$ cat config.mk
export PLATFORM = sky130hd
export DESIGN_NAME = bmp_pixel_packer
export DESIGN_NICKNAME = d
export VERILOG_FILES = /design/src/rtl/bmp_pixel_packer.sv
export SDC_FILE = /design/constraint.sdc
export NUM_CORES = 1
export LEC_CHECK = 0
export ABC_AREA = 1
export BUFFER_PORTS_ARGS = -buffer_cell sky130_fd_sc_hd__buf_2
export CORE_UTILIZATION = 35
export CTS_BUF_LIST = sky130_fd_sc_hd__clkbuf_4 sky130_fd_sc_hd__clkbuf_8
export CTS_CLUSTER_SIZE = 24
export DETAILED_ROUTE_END_ITERATION = 6
export REMOVE_ABC_BUFFERS = 1
export SYNTH_ARGS = -nofsm -noshare
export SYNTH_HDL_FRONTEND = slang
export SYNTH_SLANG_ARGS = --single-unit
$ cat constraint.sdc
create_clock -name r_sysclk -period 13.1 [get_ports r_sysclk]
set_input_delay 2.62 -clock r_sysclk [delete_from_list [all_inputs] [get_ports r_sysclk]]
set_output_delay 2.62 -clock r_sysclk [all_outputs]
set_load 0.1 [all_outputs]
$ cat src/rtl/bmp_pixel_packer.sv
`default_nettype none
// ============================================================================
// Module  : bmp_pixel_packer
// Purpose : Serialises pixels into padded BMP rows with frame-buffer byte
//           addresses. Define BMP_BOTTOM_UP_EN to store rows bottom-up.
// Revision: 1.0 - initial release
// ============================================================================
module bmp_pixel_packer #(
   parameter int COLOR_PRECISION = 8,
   parameter int NUM_CHANNEL     = 3,
   parameter int DIM_W           = 16,
   parameter int ADDR_W          = 20,
   parameter int HEADER_BYTES    = 54,
   parameter int ROW_ALIGN       = 4
) (
   input  logic                                   r_sysclk,
   input  logic                                   r_arst,
   input  logic                                   i_start,
   input  logic [DIM_W-1:0]                       i_width,
   input  logic [DIM_W-1:0]                       i_height,
   input  logic                                   i_de,
   input  logic [NUM_CHANNEL*COLOR_PRECISION-1:0] i_pixel,
   output logic                                   o_ready,
   output logic                                   o_we,
   output logic [ADDR_W-1:0]                      o_addr,
   output logic [7:0]                             o_byte,
   output logic                                   o_done,
   output logic                                   o_error,
   output logic [ADDR_W:0]                        o_file_size
);

   localparam int PIX_W  = NUM_CHANNEL * COLOR_PRECISION;
   localparam int RAW_W  = DIM_W + 3;
   localparam int PROD_W = RAW_W + DIM_W;
   localparam int SIZE_W = ((PROD_W > ADDR_W + 1) ? PROD_W : ADDR_W + 1) + 1;
   localparam int CH_W   = $clog2(NUM_CHANNEL + 1);
   localparam int PAD_W  = 4;
   localparam logic [RAW_W-1:0] C_ALIGN_MASK = ~RAW_W'(ROW_ALIGN - 1);

   typedef enum logic [2:0] {
      S_IDLE, S_SETUP, S_ACCEPT, S_SER, S_PAD, S_ROWEND, S_DONE
   } state_t;

   state_t              state_q, state_d;
   logic [DIM_W-1:0]    width_q, width_d, height_q, height_d;
   logic [DIM_W-1:0]    x_q, x_d, y_q, y_d;
   logic [CH_W-1:0]     ch_q, ch_d;
   logic [PAD_W-1:0]    pad_q, pad_d, pad_cnt_q, pad_cnt_d;
   logic [RAW_W-1:0]    stride_q, stride_d;
   logic [PIX_W-1:0]    pix_q, pix_d;
   logic [ADDR_W-1:0]   base_q, base_d, wptr_q, wptr_d;
   logic                ready_q, ready_d, we_q, we_d, done_q, done_d, error_q, error_d;
   logic [ADDR_W-1:0]   addr_q, addr_d;
   logic [7:0]          byte_q, byte_d;
   logic [ADDR_W:0]     file_size_q, file_size_d;

   // Size is evaluated at full product width so oversize frames cannot wrap.
   logic [RAW_W-1:0]    w_raw, w_stride;
   logic [PAD_W-1:0]    w_pad;
   logic [SIZE_W-1:0]   w_size;
   logic                w_overflow;

   assign w_raw      = RAW_W'(width_q) * RAW_W'(NUM_CHANNEL);
   assign w_stride   = (w_raw + RAW_W'(ROW_ALIGN - 1)) & C_ALIGN_MASK;
   assign w_pad      = PAD_W'(w_stride - w_raw);
   assign w_size     = SIZE_W'(HEADER_BYTES) + SIZE_W'(w_stride) * SIZE_W'(height_q);
   assign w_overflow = w_size > (SIZE_W'(1) << ADDR_W);

   always_comb begin
      state_d     = state_q;
      width_d     = width_q;
      height_d    = height_q;
      x_d         = x_q;
      y_d         = y_q;
      ch_d        = ch_q;
      pad_d       = pad_q;
      pad_cnt_d   = pad_cnt_q;
      stride_d    = stride_q;
      pix_d       = pix_q;
      base_d      = base_q;
      wptr_d      = wptr_q;
      ready_d     = 1'b0;
      we_d        = 1'b0;
      done_d      = done_q;
      error_d     = error_q;
      addr_d      = addr_q;
      byte_d      = byte_q;
      file_size_d = file_size_q;

      case (state_q)
         S_IDLE, S_DONE: begin
            if (i_start) begin
               width_d  = i_width;
               height_d = i_height;
               done_d   = 1'b0;
               error_d  = 1'b0;
               state_d  = S_SETUP;
            end
         end
         S_SETUP: begin
            stride_d    = w_stride;
            pad_d       = w_pad;
            file_size_d = w_size[ADDR_W:0];
            x_d         = '0;
            y_d         = '0;
            if (width_q == '0 || height_q == '0 || w_overflow) begin
               error_d = 1'b1;
               done_d  = 1'b1;
               state_d = S_DONE;
            end else begin
`ifdef BMP_BOTTOM_UP_EN
               base_d = ADDR_W'(w_size - SIZE_W'(w_stride));
`else
               base_d = ADDR_W'(HEADER_BYTES);
`endif
               wptr_d  = base_d;
               ready_d = 1'b1;
               state_d = S_ACCEPT;
            end
         end
         S_ACCEPT: begin
            if (i_de) begin
               we_d    = 1'b1;
               byte_d  = i_pixel[7:0];
               pix_d   = i_pixel >> COLOR_PRECISION;
               addr_d  = wptr_q;
               wptr_d  = wptr_q + ADDR_W'(1);
               ch_d    = CH_W'(1);
               state_d = S_SER;
            end else begin
               ready_d = 1'b1;
            end
         end
         S_SER: begin
            if (ch_q != CH_W'(NUM_CHANNEL)) begin
               we_d   = 1'b1;
               byte_d = pix_q[7:0];
               pix_d  = pix_q >> COLOR_PRECISION;
               addr_d = wptr_q;
               wptr_d = wptr_q + ADDR_W'(1);
               ch_d   = ch_q + CH_W'(1);
            end else if ((x_q + DIM_W'(1)) < width_q) begin
               x_d     = x_q + DIM_W'(1);
               ready_d = 1'b1;
               state_d = S_ACCEPT;
            end else if (pad_q != '0) begin
               we_d      = 1'b1;
               byte_d    = 8'h00;
               addr_d    = wptr_q;
               wptr_d    = wptr_q + ADDR_W'(1);
               pad_cnt_d = PAD_W'(1);
               state_d   = S_PAD;
            end else begin
               state_d = S_ROWEND;
            end
         end
         S_PAD: begin
            if (pad_cnt_q != pad_q) begin
               we_d      = 1'b1;
               byte_d    = 8'h00;
               addr_d    = wptr_q;
               wptr_d    = wptr_q + ADDR_W'(1);
               pad_cnt_d = pad_cnt_q + PAD_W'(1);
            end else begin
               state_d = S_ROWEND;
            end
         end
         S_ROWEND: begin
            x_d = '0;
            y_d = y_q + DIM_W'(1);
`ifdef BMP_BOTTOM_UP_EN
            base_d = base_q - ADDR_W'(stride_q);
`else
            base_d = base_q + ADDR_W'(stride_q);
`endif
            wptr_d = base_d;
            if (y_q == height_q - DIM_W'(1)) begin
               done_d  = 1'b1;
               state_d = S_DONE;
            end else begin
               ready_d = 1'b1;
               state_d = S_ACCEPT;
            end
         end
         default: state_d = S_IDLE;
      endcase
   end

   always_ff @(posedge r_sysclk or posedge r_arst) begin
      if (r_arst) begin
         state_q     <= S_IDLE;
         width_q     <= '0;
         height_q    <= '0;
         x_q         <= '0;
         y_q         <= '0;
         ch_q        <= '0;
         pad_q       <= '0;
         pad_cnt_q   <= '0;
         stride_q    <= '0;
         pix_q       <= '0;
         base_q      <= '0;
         wptr_q      <= '0;
         ready_q     <= 1'b0;
         we_q        <= 1'b0;
         done_q      <= 1'b0;
         error_q     <= 1'b0;
         addr_q      <= '0;
         byte_q      <= '0;
         file_size_q <= '0;
      end else begin
         state_q     <= state_d;
         width_q     <= width_d;
         height_q    <= height_d;
         x_q         <= x_d;
         y_q         <= y_d;
         ch_q        <= ch_d;
         pad_q       <= pad_d;
         pad_cnt_q   <= pad_cnt_d;
         stride_q    <= stride_d;
         pix_q       <= pix_d;
         base_q      <= base_d;
         wptr_q      <= wptr_d;
         ready_q     <= ready_d;
         we_q        <= we_d;
         done_q      <= done_d;
         error_q     <= error_d;
         addr_q      <= addr_d;
         byte_q      <= byte_d;
         file_size_q <= file_size_d;
      end
   end

   assign o_ready     = ready_q;
   assign o_we        = we_q;
   assign o_addr      = addr_q;
   assign o_byte      = byte_q;
   assign o_done      = done_q;
   assign o_error     = error_q;
   assign o_file_size = file_size_q;

endmodule
`default_nettype wire

# Yosys cells after proc, flatten, opt, wreduce, memory -nomap -nowiden
# Index checks and enable logic that the tools add are counted.
# classes
order_cmp	2
multipliers	2
addsub	10
mux	61
eq_ne	23
reduce_logical	26
# op_table
op	n
20-bit two-way mux	11
20-bit one-hot mux with 5 select lines	1
16-bit one-hot mux with 2 select lines	2
20-bit one-hot mux with 3 select lines	1
24-bit two-way mux	2
24-bit one-hot mux with 2 select lines	1
8-bit two-way mux	5
20-bit one-hot mux with 2 select lines	1
6-bit by 35-bit adder with 36-bit output (first input constant)	1
36-bit by 21-bit greater-than comparator with 1-bit output (second input constant)	1
17-bit by 16-bit multiplier with 33-bit output	1
16-bit by 1-bit adder with 16-bit output (second input constant)	2
16-bit logical NOT	2
16-bit two-way mux	2
2-bit != test (second input constant)	13
8-bit one-hot mux with 3 select lines	1
3-bit two-way mux	7
20-bit by 1-bit adder with 20-bit output (second input constant)	1
20-bit by 19-bit adder with 20-bit output	1
18-bit by 2-bit adder with 19-bit output (second input constant)	1
16-bit by 2-bit multiplier with 18-bit output (second input constant)	1
3-bit one-hot mux with 6 select lines	1
16-bit == test	1
16-bit < comparator	1
29 further kinds	63
# word_totals
output_inout_bits	53
reg_bits	211
in_bits	60

# Depth between registers and ports, before layout
# depth
depth_word	8
mapped_depth	62

# Worst setup path after synthesis
# OpenSTA, ideal clock, no wires.
# synth_timing
path_type	register to register
from	reg width_q[0]
to	reg wptr_q[8]
setup_time_ns	0.117
setup_slack_ns	4.541
arrival_ns	8.442
n_path_buf	1
period_less_slack_ns	8.559
required_ns	12.983
stages_incl_launch_ff	56
path_cell_list	dfrtp_1 -> ha_1 -> inv_1 -> fa_1 -> inv_1 -> o21ai_1 -> nor2_1 -> inv_1 -> nor2_1 -> inv_1 -> nor2_1 -> inv_1 -> or2_1 -> nor2_1 -> inv_1 -> nor2_1 -> nand2_1 -> nor3_2 -> [20 not listed] -> nand3_1 -> nand4_1 -> nand2_2 -> nor2_1 -> nand2_1 -> nor2_1 -> nand3_1 -> nand2_1 -> nand2_1 -> nor2_1 -> nand2_1 -> nor2_2 -> nand2_2 -> nand2_4 -> nand2_2 -> buf_6 -> nand2_1 -> nand2_1
# synth_between
elab_chain_cells	8
# synth_lines
item	line_no	source
start: declaration	45	logic [DIM_W-1:0] width_q, width_d, height_q, height_d;
start signal: assignment	212	width_q <= width_d;
16-bit by 2-bit multiplier with 18-bit output	63	assign w_raw = RAW_W'(width_q) * RAW_W'(NUM_CHANNEL);
18-bit by 2-bit adder with 19-bit output	64	assign w_stride = (w_raw + RAW_W'(ROW_ALIGN - 1)) & C_ALIGN_MASK;
17-bit by 16-bit multiplier with 33-bit output	66	assign w_size = SIZE_W'(HEADER_BYTES) + SIZE_W'(w_stride) * SIZE_W'(height_q);
6-bit by 35-bit adder with 36-bit output	66	
36-bit by 21-bit greater-than comparator with 1-bit output	67	assign w_overflow = w_size > (SIZE_W'(1) << ADDR_W);
1-bit logical OR	106	if (width_q == '0 || height_q == '0 || w_overflow) begin
2-bit != test (no line)	--	
6-bit AND reduction (no line) *	--	
end signal: assignment	222	wptr_q <= wptr_d;
end: declaration	51	logic [ADDR_W-1:0] base_q, base_d, wptr_q, wptr_d;
# Mark *: on every way between the ends. The rest lies on a longest branch, timed or not.
# A chain may end at the register's enable or synchronous reset.

# Worst setup path after layout
# layout_timing
from	reg width_q[0]
to	reg wptr_q[10]
# Same word-level chain as after synthesis.

==> summary by stage <==
Outcome
The run finished with clean final reports.

Setup path
STA classifies the critical path endpoint as a flip-flop. The buffering stage count on the worst path with inverters included is 11. For flop-to-flop paths, the worst setup slack is 2.32 ns.

In this design, the stage delay of the slowest critical-path cell is 0.57 ns. The cell type with the highest occurrence count on the critical path is sky130_fd_sc_hd__nand2_1. The largest delay contributor family on the critical path is simple AND/OR/NAND/NOR gates.

The type of origin of the critical path is a flip-flop. The endpoint required time on the critical path is 13.58 ns. The start-to-end type of the worst setup path is flip-flop to flip-flop.

Among all stages on the critical path, the largest delay is contributed by sky130_fd_sc_hd__fa_1. STA puts the critical path data arrival time at 11.26 ns. The largest fanout of any net on the critical path is 22.

Yosys
In this run, synthesis inferred 0 flip-flops with an integrated enable. After synthesis the netlist holds a flip-flop and latch count of 200. Among all flip-flop cells after synthesis, the most frequent one is sky130_fd_sc_hd__dfrtp_1. Sorting the synthesized cells by how often they occur yields sky130_fd_sc_hd__nand2_1, sky130_fd_sc_hd__inv_1, sky130_fd_sc_hd__nor2_1, sky130_fd_sc_hd__fa_1, sky130_fd_sc_hd__dfrtp_1. The area share of the largest cell type after synthesis is 0.2239. The number of warnings printed during yosys synthesis is 0. Counting flops with an async set or reset pin after synthesis yields a share of 1.000. By instance count, the leading cell after synthesis is sky130_fd_sc_hd__nand2_1. The number of different library cells used by synthesis comes to 51.

The largest area contributor in the netlist is sky130_fd_sc_hd__dfrtp_1. After synthesis, the cell types taking the most area are sky130_fd_sc_hd__dfrtp_1, sky130_fd_sc_hd__fa_1, sky130_fd_sc_hd__nand2_1. The mean area per synthesized cell is 7.274 µm². Synthesis produced a netlist whose cell count is 3073. The post-synthesis instance area is 0.02235 mm².

For this run, the register share of the synthesized area comes to 0.2239.

Drt
Across all layers, the routed design uses 19380 vias. The number of DRC violations after detailed routing is 0. The top routing layer in use is met4. The remaining antenna violation count is 0. Wire segments on met2 add up to ~28 mm in the final route.

The met1 routed wirelength after detailed routing is between 20 and 30 mm. The number of DRC markers after the initial detailed-route iteration is 1528. The wire length on met3 is 3.546 mm.

The via density per instance is roughly 5. The detailed-routing iteration count for the pre-antenna-repair pass is 5. The final routed wirelength across all metal layers is around 64 mm.

Dividing the detail-routed wire length by the instance count gives approximately 16 µm.

STA
The final worst-path cycle share is 0.8228. The number of slew-limit violations in the final report came to 0. The minimum period implied by the final worst setup slack is between 10 and 15 ns. For the pin with the worst max-slew slack, the measured transition is 1.055 ns. Setup repair after global routing left no endpoint under its margin. The hold violation total from the final report is 0. Setup total negative slack on the finished layout was measured at 0 ns. Setup violations remaining at the end of the flow were counted as 0.

The tightest hold path in the finished design has a slack of between 0.4 and 0.5 ns. The worst slew margin relative to its limit is 0.2969. The worst setup skew after layout is 0.04679 ns. The upper clock frequency limit is ~90 MHz.

Hold path
The class of the tightest hold or removal check is flip-flop to flip-flop.

Final layout
With fillers left out, the area of the finished cells amounts to 0.02417 mm². For this run, the share of the core covered by cells in the final layout is 0.3832. The fraction of final layout cells with drive strength greater than 1 is 0.07690. 0 antenna diodes ended up in the layout. In the final design database the tool counted roughly 3600 nets. The layout filler cell count is about 6700. Relative to the synthesized area, the layout overhead comes to 8.144%.

Placement
The area of placed instances is 0.02371 mm². The HPWL after detailed placement is 50.28 mm. The congestion estimate from routability-driven global placement came to between 0.9 and 1.

The quantity of I/O buffers inserted on ports is 111.

Floorplanning
The die covers 0.06488 mm². Pin placement for this block handled 113 I/O pins. The vertical die dimension is 254.7 µm. For this configuration, the core starts out at a cell density of 0.3544. The number of placement rows is 92.

In this run the standard cell core region covers 0.06308 mm². The x dimension of the die is 254.7 µm.

Global route
The first global-routing pass estimated 101.3 mm of wire. The global routing usage summed across all routing layers is 0.2019. The via count of the first global-routing pass is 18290. The number of antenna violations at the first check in global routing came to 1. Entering global routing, the biggest net connects 139 pins. After global routing the overflow that remains totals 0.

Run
The tool flagged a number of max-cap violations equal to 0.

Clock network
The post-CTS setup repair buffer count is 0. The clock passes through at most 2 buffers. Gates resized during post-CTS repair numbered 0. The clock tree from TritonCTS is yes. The number of H-tree levels is 4. The CTS sink count is 200. Clock latency on the worst-skew pair, taken at its later pin, is 0.61 ns. Clock-pin slew was measured on the worst setup and hold paths at 0.14 ns. In this run the clock root is driven by a sky130_fd_sc_hd__clkbuf_8. The total clock buffers created by CTS is 17. The cts-stage hold buffer count is 0.
==> worst min-delay path: cells and delay by family (launching register included) <==
family	cells	cell delay, ns
DFF	1	0.35
buffers and inverters	1	0.05
and+or+nand+nor	1	0.05
==> cell type report <==
cell class,instances,area [µm²],area share
Tap cell,846,1059,0.04379
Clock inverter,15,229.0,0.009472
Timing Repair Buffer,120,623.1,0.02578
Clock buffer,17,234.0,0.009679
Inverter,574,2162,0.08944
Sequential cell,200,5005,0.2070
Multi-Input combinational cell,2221,14860,0.6148
==> placed cells by master (no fill, tap or decap), drive strengths merged, types with 2 or more instances in the layout <==
master / n
a21oi: 126
xnor2: 10
o21ai: 132
dfrtp: 200
clkbuf: 17
o32ai: 2
a21o: 4
o31ai: 9
inv: 567
xor2: 71
buf: 120
nand4: 37
nand2: 818
fa: 210
nor2: 350
nand3b: 4
ha: 171
o21bai: 5
o22ai: 6
clkinv: 21
nand3: 181
nor3b: 2
or2: 9
o211ai: 3
a31oi: 16
nor3: 30
nor4: 13
o21a: 5
==> cell families (layout without fill, tap and decap cells) <==
kind of cell / after synthesis / count (layout) / share of synthesized area
other: 1 / 1 / 0.0001678
adders and majority gates: 381 / 381 / 0.2838
xor gates and xnor gates: 81 / 81 / 0.03174
and+or+nand+nor: 1446 / 1446 / 0.2732
AOI/OAI and AO/OA: 312 / 312 / 0.07579
DFF: 200 / 200 / 0.2239
buffers and inverters: 652 / 726 / 0.1114
==> metal layers <==
| layer | GRT usage | vias to the layer above |
|---|---|---|
| met5 | 0 | - |
| met4 | 0.06826 | 0 |
| met3 | 0.03705 | 104 |
| met2 | 0.3116 | 510 |
| met1 | 0.2828 | 9165 |
| li1 | - | 9605 |
==> sequential cells by signal (all words and copies together) (netlist names) <==
name,cells
width_q,16
pad_cnt_q,4
state_q,3
o_done,1
base_q,19
pix_q,16
ch_q,2
x_q,16
pad_q,3
stride_q,17
wptr_q,20
o_error,1
o_addr,20
o_ready,1
y_q,16
o_file_size,20
o_we,1
height_q,16
o_byte,8
==> path summary, 6_finish.rpt <==
check / startpoint / endpoint / cells after the start
max in group asynchronous: r_arst / o_file_size[11] / 3
worst max register to register: width_q[0] / wptr_q[10] / 53
worst min-delay path: base_q[1] / base_q[1] / 2
worst max-delay path: width_q[0] / wptr_q[10] / 53
min in group asynchronous: r_arst / o_addr[18] / 2
worst min register to register: base_q[1] / base_q[1] / 2
==> per-stage QoR <==
step / setup WS, ns / cells
floorplan: 4.353 / 2995
global route: 1.506 / 3993
global placement: 2.452 / 3961
CTS: 2.403 / 3993
finish: 2.321 / 3993
detailed placement: 2.427 / 3961
Power is not shown: default switching activity piles up to over one toggle a cycle in this logic, so the estimate is an artifact.
